File: config.mk
export PLATFORM = sky130hd
export DESIGN_NAME = fetch_unit
export DESIGN_NICKNAME = d
export VERILOG_FILES = /design/src/rtl/fetch_unit.sv
export SDC_FILE = /design/constraint.sdc
export NUM_CORES = 1
export LEC_CHECK = 0
export BUFFER_PORTS_ARGS = -buffer_cell sky130_fd_sc_hd__buf_2
export CAP_MARGIN = 20
export CORE_MARGIN = 5
export CORE_UTILIZATION = 53
export DETAILED_ROUTE_END_ITERATION = 6
export HOLD_SLACK_MARGIN = 0.05
export PLACE_DENSITY = 0.88
export SKIP_LAST_GASP = 1
export SLEW_MARGIN = 20
export SYNTH_ARGS = -nofsm -noshare
export SYNTH_HDL_FRONTEND = slang
export SYNTH_SLANG_ARGS = --single-unit
File: constraint.sdc
create_clock -name clk -period 4.6 [get_ports clk]
set_clock_uncertainty 0.15 [all_clocks]
set_input_delay 0.23 -clock clk [delete_from_list [all_inputs] [get_ports clk]]
set_output_delay 0.23 -clock clk [all_outputs]
set_load 0.03 [all_outputs]
File: src/rtl/fetch_unit.sv
// Instruction-fetch stage: owns the PC, issues at most one instruction-bus
// request at a time and captures returned words into a one-entry slot
// consumed by pre-decode as {f_pc, f_instr}. Redirects flush the slot and
// discard any wrong-path response still owed by the bus.
//
// Bus handshake: a request is presented with ireq.valid/ireq.addr and is
// accepted in a cycle with iresp.addr_ok; once presented it is held with a
// stable address until accepted. Its data returns with iresp.data_ok in the
// accept cycle or any later cycle, and only one request may be outstanding.

package fetch_pkg;
  typedef logic [31:0] addr_t;

  typedef struct packed {
    logic        valid;
    logic        wr;
    logic [1:0]  size;
    logic [3:0]  wstrb;
    addr_t       addr;
    logic [31:0] wdata;
  } ibus_req_t;

  typedef struct packed {
    logic        addr_ok;
    logic        data_ok;
    logic [31:0] data;
  } ibus_resp_t;

  typedef enum logic [1:0] {
    ST_READY = 2'd0,
    ST_HELD  = 2'd1,
    ST_WAIT  = 2'd2
  } fetch_state_e;
endpackage

module fetch_unit
  import fetch_pkg::*;
#(
  parameter addr_t RESET_PC = 32'hbfc0_0000
) (
  input  logic         clk,
  input  logic         resetn,
  output ibus_req_t    ireq,
  input  ibus_resp_t   iresp,
  input  logic         redirect_valid,
  input  addr_t        redirect_pc,
  input  logic         stall,
  output logic         f_valid,
  output addr_t        f_pc,
  output logic [31:0]  f_instr,
  output fetch_state_e dbg_state_o,
  output addr_t        dbg_pc_o,
  output logic         dbg_kill_o
);

  fetch_state_e state_q, state_d;
  addr_t        pc_q, pc_d;
  addr_t        req_addr_q, req_addr_d;
  logic         kill_q, kill_d;
  logic         f_valid_q, f_valid_d;
  addr_t        f_pc_q, f_pc_d;
  logic [31:0]  f_instr_q, f_instr_d;

  logic         slot_free;
  logic         req_valid;
  addr_t        req_addr;
  logic         fill;
  addr_t        fill_addr;

  assign slot_free = !f_valid_q || !stall;

  // Next-state, bus request and slot update; defaults hold every register.
  always_comb begin
    state_d    = state_q;
    pc_d       = pc_q;
    req_addr_d = req_addr_q;
    kill_d     = kill_q;
    req_valid  = 1'b0;
    req_addr   = pc_q;
    fill       = 1'b0;
    fill_addr  = req_addr_q;

    case (state_q)
      ST_READY: begin
        req_valid = slot_free && !redirect_valid;
        req_addr  = pc_q;
        if (req_valid) begin
          req_addr_d = pc_q;
          if (iresp.addr_ok) begin
            pc_d = pc_q + 32'd4;
            if (iresp.data_ok) begin
              fill      = 1'b1;
              fill_addr = pc_q;
            end else begin
              state_d = ST_WAIT;
            end
          end else begin
            state_d = ST_HELD;
          end
        end
      end
      ST_HELD: begin
        // The held address stays on the bus even after a redirect.
        req_valid = 1'b1;
        req_addr  = req_addr_q;
        if (iresp.addr_ok) begin
          if (!kill_q) pc_d = pc_q + 32'd4;
          if (iresp.data_ok) begin
            fill    = !kill_q && !redirect_valid;
            kill_d  = 1'b0;
            state_d = ST_READY;
          end else begin
            kill_d  = kill_q || redirect_valid;
            state_d = ST_WAIT;
          end
        end else begin
          kill_d = kill_q || redirect_valid;
        end
      end
      ST_WAIT: begin
        if (iresp.data_ok) begin
          fill    = !kill_q && !redirect_valid;
          kill_d  = 1'b0;
          state_d = ST_READY;
        end else begin
          kill_d = kill_q || redirect_valid;
        end
      end
      default: begin
        state_d = ST_READY;
      end
    endcase

    // Latest redirect always sets the next fetch address.
    if (redirect_valid) pc_d = redirect_pc;

    f_valid_d = f_valid_q;
    f_pc_d    = f_pc_q;
    f_instr_d = f_instr_q;
    if (fill) begin
      f_valid_d = 1'b1;
      f_pc_d    = fill_addr;
      f_instr_d = iresp.data;
    end else if (f_valid_q && !stall) begin
      f_valid_d = 1'b0;
    end
    if (redirect_valid) f_valid_d = 1'b0;
  end

  // State, PC, kill flag and output slot registers with synchronous reset.
  always_ff @(posedge clk) begin
    if (!resetn) begin
      state_q    <= ST_READY;
      pc_q       <= RESET_PC;
      req_addr_q <= RESET_PC;
      kill_q     <= 1'b0;
      f_valid_q  <= 1'b0;
      f_pc_q     <= '0;
      f_instr_q  <= '0;
    end else begin
      state_q    <= state_d;
      pc_q       <= pc_d;
      req_addr_q <= req_addr_d;
      kill_q     <= kill_d;
      f_valid_q  <= f_valid_d;
      f_pc_q     <= f_pc_d;
      f_instr_q  <= f_instr_d;
    end
  end

  // Request bus: only valid and addr are ever driven non-zero.
  always_comb begin
    ireq       = '0;
    ireq.valid = resetn && req_valid;
    ireq.addr  = req_addr;
  end

  // A response is only legal while waiting or in the accept cycle itself.
  always @(posedge clk) begin
    if (resetn && iresp.data_ok)
      assert (state_q == ST_WAIT || (req_valid && iresp.addr_ok));
  end

  assign f_valid     = f_valid_q;
  assign f_pc        = f_pc_q;
  assign f_instr     = f_instr_q;
  assign dbg_state_o = state_q;
  assign dbg_pc_o    = pc_q;
  assign dbg_kill_o  = kill_q;

endmodule

-- Word level (Yosys, flattened, before mapping)
Cells that the tools add are included.
- latch bits: 0
- input bits: 70
- bits in registers: 132
- ROM bits: 0
- output and inout bits: 172
- word-level logic and storage cells: 67
- RAM bits: 0
- memories: 0
- div/mod/pow operators: 0
- order comparisons: 0
- bitwise operators: 1
- reduce and logical (&&, ||, !) cells: 18
- multiply operators: 0
- $add $sub $neg: 1
- eq/ne operators: 10
- multiplexer cells: 30
- shifts and indexed selects: 0
- operators with widths (operator ; count):
    two-way mux 32 bit ; 10
    case mux 32 bit (2 select lines) ; 1
    adder 32 x 3 -> 32 bit, second input constant ; 1
    inequality test 3 bit, second input constant ; 5
    two-way mux 2 bit ; 6
    two-way mux 1 bit ; 9
    inequality test 2 bit, second input constant ; 3
    case mux 2 bit (3 select lines) ; 1
    AND reduction 5 bit ; 1
    logical AND 1 bit ; 4
    logical NOT 1 bit ; 4
    case mux 1 bit (2 select lines) ; 2
    AND reduction 4 bit ; 1
    nonzero test 2 bit ; 2
    case mux 1 bit (3 select lines) ; 1
    nonzero test 3 bit ; 1
    == test 2 x 1 -> 1 bit, second input constant ; 1
    == test 2 bit, second input constant ; 1
    logical NOT 2 bit ; 1
    logical OR 1 bit ; 2
    AND reduction 2 bit ; 1
    OR reduction 2 bit ; 1
    inverter 1 bit ; 1

-- Logic depth before layout (Yosys ltp)
Gate-level depths: netlist (run 1).
- word-level depth: 6
- gate-level depth with buffers: 9
- gate-level depth less buffers: 7

-- Least setup slack after synthesis (run 1)
No wires, ideal clock.
- path type: flip-flop to flip-flop
- start: register state_q[0], in the netlist dbg_state_o[0]
- end: register pc_q[28], in the netlist dbg_pc_o[28]
- clock period less this slack: 2.360 ns
- arrival time: 2.136 ns
- cell stages (with the launch flop): 10
- path slack: 2.240 ns
- path buffers: 2
- cells stage by stage: dfxtp_1 -> inv_1 -> ha_1 -> clkbuf_1 -> nand3_1 -> and4_1 -> clkbuf_1 -> nand3_1 -> or3_2 -> a31oi_1
- longest elaborated chain between the ends: 3
- elaborated cells between the ends (all ways): 10
- RTL lines (item ; RTL line ; source):
    start, declared ; 56 ; fetch_state_e state_q, state_d;
    start signal, assigned ; 161 ; state_q <= state_d;
    == test 2 x 1 -> 1 bit or logical NOT 2 bit (tied branches) ; 83 ; case (state_q)
    inequality test 3 bit (no source line), or another cell as far along ; n/a ;
    AND reduction 5 bit (no source line) or two-way mux 32 bit (tied branches) ; n/a ;
    end signal, assigned ; 162 ; pc_q <= pc_d;
    end, declared ; 57 ; addr_t pc_q, pc_d;
Parallel ways exist; a longest one is shown, timed or not.
A chain may end at the register's enable or synchronous reset.

-- Final worst setup path (run 1)
- start: register state_q[1], in the netlist dbg_state_o[1]
- end: register f_valid_q, in the netlist f_valid
- longest elaborated chain between the ends: 3
- elaborated cells between the ends (all ways): 6
- RTL lines (item ; RTL line ; source):
    == test 2 bit, or another cell as far along ; 83 ;
    case mux 1 bit (3 select lines) (*) ; 83 ;
    two-way mux 1 bit or nonzero test 2 bit (tied branches) ; n/a ;
    end signal, assigned ; 165 ; f_valid_q <= f_valid_d;
    end, declared ; 60 ; logic f_valid_q, f_valid_d;
Every way passes the cells marked *; elsewhere a longest branch is shown, timed or not.

==> results of run 1 <==
## cells in the mapped netlist, drive strengths merged
cell | n | share of area
inv | 10 | 0.0059
nand2 | 80 | 0.048
or2 | 1 | 0.00099
o211ai | 1 | 0.0012
a21o | 1 | 0.0012
xnor2 | 13 | 0.018
nand4b | 1 | 0.0014
nor3 | 9 | 0.0071
o21ba | 1 | 0.0016
and3 | 3 | 0.0030
conb | 1 | 0.00059
or4 | 1 | 0.0012
mux2i | 67 | 0.11
o31ai | 1 | 0.0012
and2 | 4 | 0.0039
o21ai | 28 | 0.022
dfxtp | 132 | 0.42
a31oi | 6 | 0.0059
nor2 | 81 | 0.048
or4b | 1 | 0.0016
ha | 5 | 0.0099
a21boi | 1 | 0.0012
xor2 | 10 | 0.014
clkbuf | 29 | 0.017
nand4 | 12 | 0.014
a211oi | 33 | 0.044
a311oi | 1 | 0.0014
nor4 | 7 | 0.0093
or3 | 5 | 0.0051
nand3 | 26 | 0.021
mux2 | 29 | 0.051
and4 | 3 | 0.0047
a21oi | 51 | 0.041
buf | 65 | 0.068
o211a | 1 | 0.0016
o221ai | 1 | 0.0014
## metrics by stage
step | worst slack (ps) | util | instances | power (mW) | hold WS, ps
final | 1010 | 0.720 | 1122 | 3.68 | 116
after global routing | 825 | 0.720 | 1122 | 3.81 | 114
after CTS | 1110 | 0.718 | 1119 | 3.66 | 91.1
after detailed placement | 1450 | 0.608 | 1021 | 2.18 | 311
after global placement | 1580 | 0.608 | 1021 | 2.16 | 303
after floorplan | 2240 | - | 759 | 1.98 | 224
## registers in the layout (all words and copies together) (netlist names)
register     count
dbg_kill_o       1
dbg_state_o      2
dbg_pc_o        32
req_addr_q      32
f_valid          1
f_pc            32
f_instr         32
## critical path, cell delays in order (launching register included)
cell,delay [ps]
dfxtp_1,340
inv_1,110
ha_2,810
a21oi_1,150
or4b_1,550
a21oi_4,210
buf_12,320
a21oi_1,100
nor3_1,170
dlygate4sd3_1,600
## power groups by stage
stage,Sequential (mW),Clock [mW],Combinational [mW]
floorplan,1.49,0,0.491
global placement,1.36,0,0.805
detailed placement,1.36,0,0.823
CTS,1.34,1.45,0.871
global route,1.36,1.50,0.951
finish,1.35,1.44,0.892
## area by class of cell
class	instances	area, µm²
diodes	2	5.00
clock buffers	21	470
clock inverters	9	153
fillers	814	3330
inverters	10	38.8
multi-input cells	523	3270
flip-flops and latches	132	2640
well taps	147	184
repair buffers	278	1770
## worst paths after layout
check / endpoint / slack, ps / cells after the start / from
worst max register to register: f_valid / 1010 / 9 / dbg_state_o[1]
worst min register to register: req_addr_q[12] / 320 / 2 / req_addr_q[12]
worst max-delay path: f_valid / 1010 / 9 / dbg_state_o[1]
worst min-delay path: dbg_pc_o[0] / 120 / 3 / redirect_valid
## kinds of logic (layout without fill, tap and decap cells)
logic type | after synthesis | after routing | share of synthesized area
simple gates | 234 | 234 | 0.169
flops | 132 | 132 | 0.417
compound gates | 126 | 126 | 0.123
buf+inv | 104 | 318 | 0.0918
mux | 96 | 96 | 0.157
xor+xnor | 23 | 23 | 0.0318
fa+ha+maj | 5 | 5 | 0.00987
other cells | 1 | 41 | 0.000591
## per-layer routing
metal,vias to the layer above,share of wire,GRT usage
met5,-,0,0
met4,0,0.036,0.134
met3,71,0.077,0.0817
met2,326,0.50,0.483
met1,2902,0.39,0.316
li1,2916,-,-
==> impl_metrics.toml, run 1 <==
[floorplanning]
core_um2 = 11900
die_y_um = 119
pin_count = 242
die_area_um2 = 14300
die_w_um = 119
start_util = 0.535
rows = 40

[layout]
final_common_cell = "buf_2"
mostFrequentLayoutCells = "buf_2, dfxtp_1, nor2_1, nand2_1, dlygate4sd3_1"
layout.nets = 1037
final_layout_size_suffix_gt1_frac = 0.293
fin_area_um2 = 8530
area_growth_syn_to_layout_pct = 34.6

[cts]
htreeDepth = 4
clock-sinks = 132
cts_buffers = 17
cts-hold-fix-buffers = 68
ctsLongestPathBuffers = 2
cts-resized-gates = 0
clk_latency_ps = 420
cts_tree = "built"
clk_pin_slew_worst_paths_ps = 60
root_buffer = "clkbuf_16"
cts_setup_buffers = 0

[detailed_routing]
vias_per_cell = 5.54
drt_iter0_markers = 527
wl_um = 20500
ant_nets = 0
vias = 6215
routedWlPerCell_um = 18.3
firstDrtPassIters = 7
drc = 0

[sta]
setup_tns_ps = 0
max_freq_mhz = 279
period_share = 0.780
drv_slew = 0
layout_min_cycle_time_ps = 3590
worst_pin_slew_ps = 928
rsz0062_at_grt = "false"
finalSetupViolCount = 0
hold_viol_final = 0
slew_headroom = 0.381

[power_and_ir_drop]
p_clk_frac = 0.391
vdd_drop_max_uv = 304
p_leak_nw = 3.89
switching_share = 0.322
combPwrFrac = 0.243
p_per_area_nw_per_um2 = 431
switching_power_mw = 1.18
p_int_mw = 2.49
power_frac_seq = 0.366

[placed_design]
portBuffers = 202
dp_hpwl_um = 11800
place.gp.congestion = 0.840
place_area_um2 = 7210

[hold_path]
hold_path_class = "input port to flip-flop"

[global_routing]
grt_pass1_vias = 6277
grt_first_pass_wirelength_um = 32200
grt_remaining_overflow = 0
grt_start_max_net_pins = 72
grt_use_total = 0.280
antenna_found_initial = 2

[yosys]
syn_area_um2 = 6340
synth_cell_type_count = 48
ys_seq_elements = 132
yosysWarnings = 0
syn_inst = 721
seq_area_frac_synth = 0.417
synth_area_per_cell_um2 = 8.79

[worst_setup_path]
endpoint_kind = "flip-flop"
cp_max_fo = 71
critPathArrivalTime_ps = 3790
worstPathRequired_ps = 4810
crit_path_start_kind = "flip-flop"
crit_type = "flip-flop to flip-flop"

[job]
max-cap-violations = 0

[outcome]
run_status = "finished clean"
(Power assumes the default switching activity.)
==> run 2, diff against run 1 <==
--- a/config.mk
+++ b/config.mk
@@ -8,10 +8,10 @@
 export BUFFER_PORTS_ARGS = -buffer_cell sky130_fd_sc_hd__buf_2
 export CAP_MARGIN = 20
 export CORE_MARGIN = 5
-export CORE_UTILIZATION = 53
+export CORE_UTILIZATION = 45
 export DETAILED_ROUTE_END_ITERATION = 6
 export HOLD_SLACK_MARGIN = 0.05
-export PLACE_DENSITY = 0.88
+export PLACE_DENSITY = 0.79
 export SKIP_LAST_GASP = 1
 export SLEW_MARGIN = 20
 export SYNTH_ARGS = -nofsm -noshare
==> constraint.sdc (replaced) <==
create_clock -name clk -period 3 [get_ports clk]
set_clock_uncertainty 0.15 [all_clocks]
set_input_delay 0.15 -clock clk [delete_from_list [all_inputs] [get_ports clk]]
set_output_delay 0.15 -clock clk [all_outputs]
set_load 0.03 [all_outputs]
==> run 2 against run 1 <==
Net effect: clock power up 35%; non-clock buffer count increased by 9; global-route usage down 6.1 points; largest power group is now registers; final area rose by 0.91%; highest routed layer unchanged; critical path type unchanged; die area increased by 16%.
==> impl_metrics.toml, run 2 (synthesized netlist as in run 1, its figures left out) <==
[worst_setup_path]
crit_buf_inv = 2
crit_type = "flip-flop to flip-flop"
critPathArrivalTime_ps = 2940
crit_path_start_kind = "flip-flop"
critPathSlowestCell = "dlygate4sd3_1"
endpoint_kind = "flip-flop"
r2r_end = "dbg_pc_o[11]"
path_cells = "inv_1 -> ha_2 -> a21boi_1 -> and3_1 -> nand3_1 -> xnor2_1 -> o21ba_2 -> dlygate4sd3_1"
rr_worst_depth = 8
regToRegSetupSlack_ps = 210
crit_path_max_incr_delay_ps = 540
worstPathRequired_ps = 3150
cp_max_fo = 11
rr_startpoint = "dbg_state_o[1]"
cpLargestDelayFamily = "simple AND/OR/NAND/NOR gates"

[power_and_ir_drop]
p_leak_nw = 3.90
p_per_area_nw_per_um2 = 623
vdd_drop_max_uv = 378

[global_routing]
grt_pass1_vias = 5830
grt_first_pass_wirelength_um = 29300
antenna_found_initial = 0
grt_start_max_net_pins = 97
grt_remaining_overflow = 0
grt_use_total = 0.219

[cts]
ctsLongestPathBuffers = 2
clk_latency_ps = 420
cts_tree = "built"
cts-resized-gates = 0
clock-sinks = 132
htreeDepth = 4
cts_buffers = 17
clk_pin_slew_worst_paths_ps = 60
root_buffer = "clkbuf_16"
cts_setup_buffers = 0

[sta]
worst_pin_slew_ps = 1030
max_freq_mhz = 359
hold_viol_final = 0
setup_tns_ps = 0
slew_headroom = 0.309
rsz0062_at_grt = "false"
period_share = 0.929
finalSetupViolCount = 0
layout_min_cycle_time_ps = 2790
drv_slew = 0

[floorplanning]
die_y_um = 129
die_area_um2 = 16600
start_util = 0.459
die_w_um = 129
core_um2 = 13800
pin_count = 242
rows = 43

[detailed_routing]
vias_per_cell = 5.12
routedWlPerCell_um = 16.0
drt_iter0_markers = 301
firstDrtPassIters = 4
wl_um = 18600
drc = 0
ant_nets = 0
vias = 5958

[hold_path]
hp-start = "redirect_valid"
hold_path_class = "input port to flip-flop"
holdPathStages = 4
min_to = "dbg_pc_o[24]"

[placed_design]
portBuffers = 202
place.gp.congestion = 0.832
placed_cells_incl_taps = 1058
dp_hpwl_um = 12300

[outcome]
run_status = "finished clean"

[layout]
mostFrequentLayoutCells = "buf_2, dfxtp_1, nor2_1, nand2_1, dlygate4sd3_1"
layout.nets = 1046
area_growth_syn_to_layout_pct = 35.8
final_cells = 1164
final_layout_size_suffix_gt1_frac = 0.295
final_common_cell = "buf_2"

[job]
max-cap-violations = 0
==> run 2: report_power, final <==
| group | leakage (nW) | switching, mW | internal, mW | total (mW) |
|---|---|---|---|---|
| combinational | 2.55 | 0.880 | 0.480 | 1.36 |
| clock | 0.263 | 0.780 | 1.17 | 1.95 |
| sequential | 1.08 | 0.141 | 1.91 | 2.05 |
==> run 2: cell type report <==
| cell class | count | area [µm²] |
|---|---|---|
| Clock buffer | 19 | 453 |
| Sequential cell | 132 | 2640 |
| Tap cell | 180 | 225 |
| Multi-Input combinational cell | 523 | 3270 |
| Antenna cell | 1 | 2.50 |
| Fill cell | 1136 | 5220 |
| Inverter | 10 | 38.8 |
| Clock inverter | 12 | 109 |
| Timing Repair Buffer | 287 | 1870 |
==> run 2: through the flow <==
step	power (mW)	utilization	setup WS (ps)	instance area (µm²)	hold slack, ps
final	5.37	0.623	213	8610	246
after global routing	5.63	0.623	8.37	8610	275
after CTS	5.41	0.623	226	8610	210
after detailed placement	3.36	0.528	582	7310	241
after global placement	3.34	0.528	678	7310	231
after floorplan	3.04	-	640	6480	144
==> run 2: how the worst max path moves through the flow <==
stage	to	from	slack [ps]	cells past startpoint
floorplan	dbg_pc_o[28]	dbg_state_o[0]	640	9
global placement	dbg_pc_o[29]	dbg_state_o[1]	680	7
detailed placement	dbg_pc_o[29]	dbg_state_o[1]	580	7
CTS	dbg_pc_o[11]	dbg_state_o[1]	230	8
global route	dbg_pc_o[11]	dbg_state_o[1]	8	8
finish	dbg_pc_o[11]	dbg_state_o[1]	210	8
==> run 2: tightest hold or removal path: stages <==
cell	delay [ps]
buf_2	190
nand2_1	250
nor2_1	60
a21oi_1	110
==> run 2: per-layer routing <==
layer / share of wire / GRT usage
met3: 0.075 / 0.0656
met5: 0 / 0
met2: 0.50 / 0.379
met1: 0.41 / 0.264
met4: 0.016 / 0.0630
==> run 2: what timing repair did <==
| action | 4_1_cts | 5_1_grt |
|---|---|---|
| endpoints found under the hold margin | 76 | 0 |
| endpoints found under the setup margin | 0 | 0 |
| hold buffers | 74 | 0 |
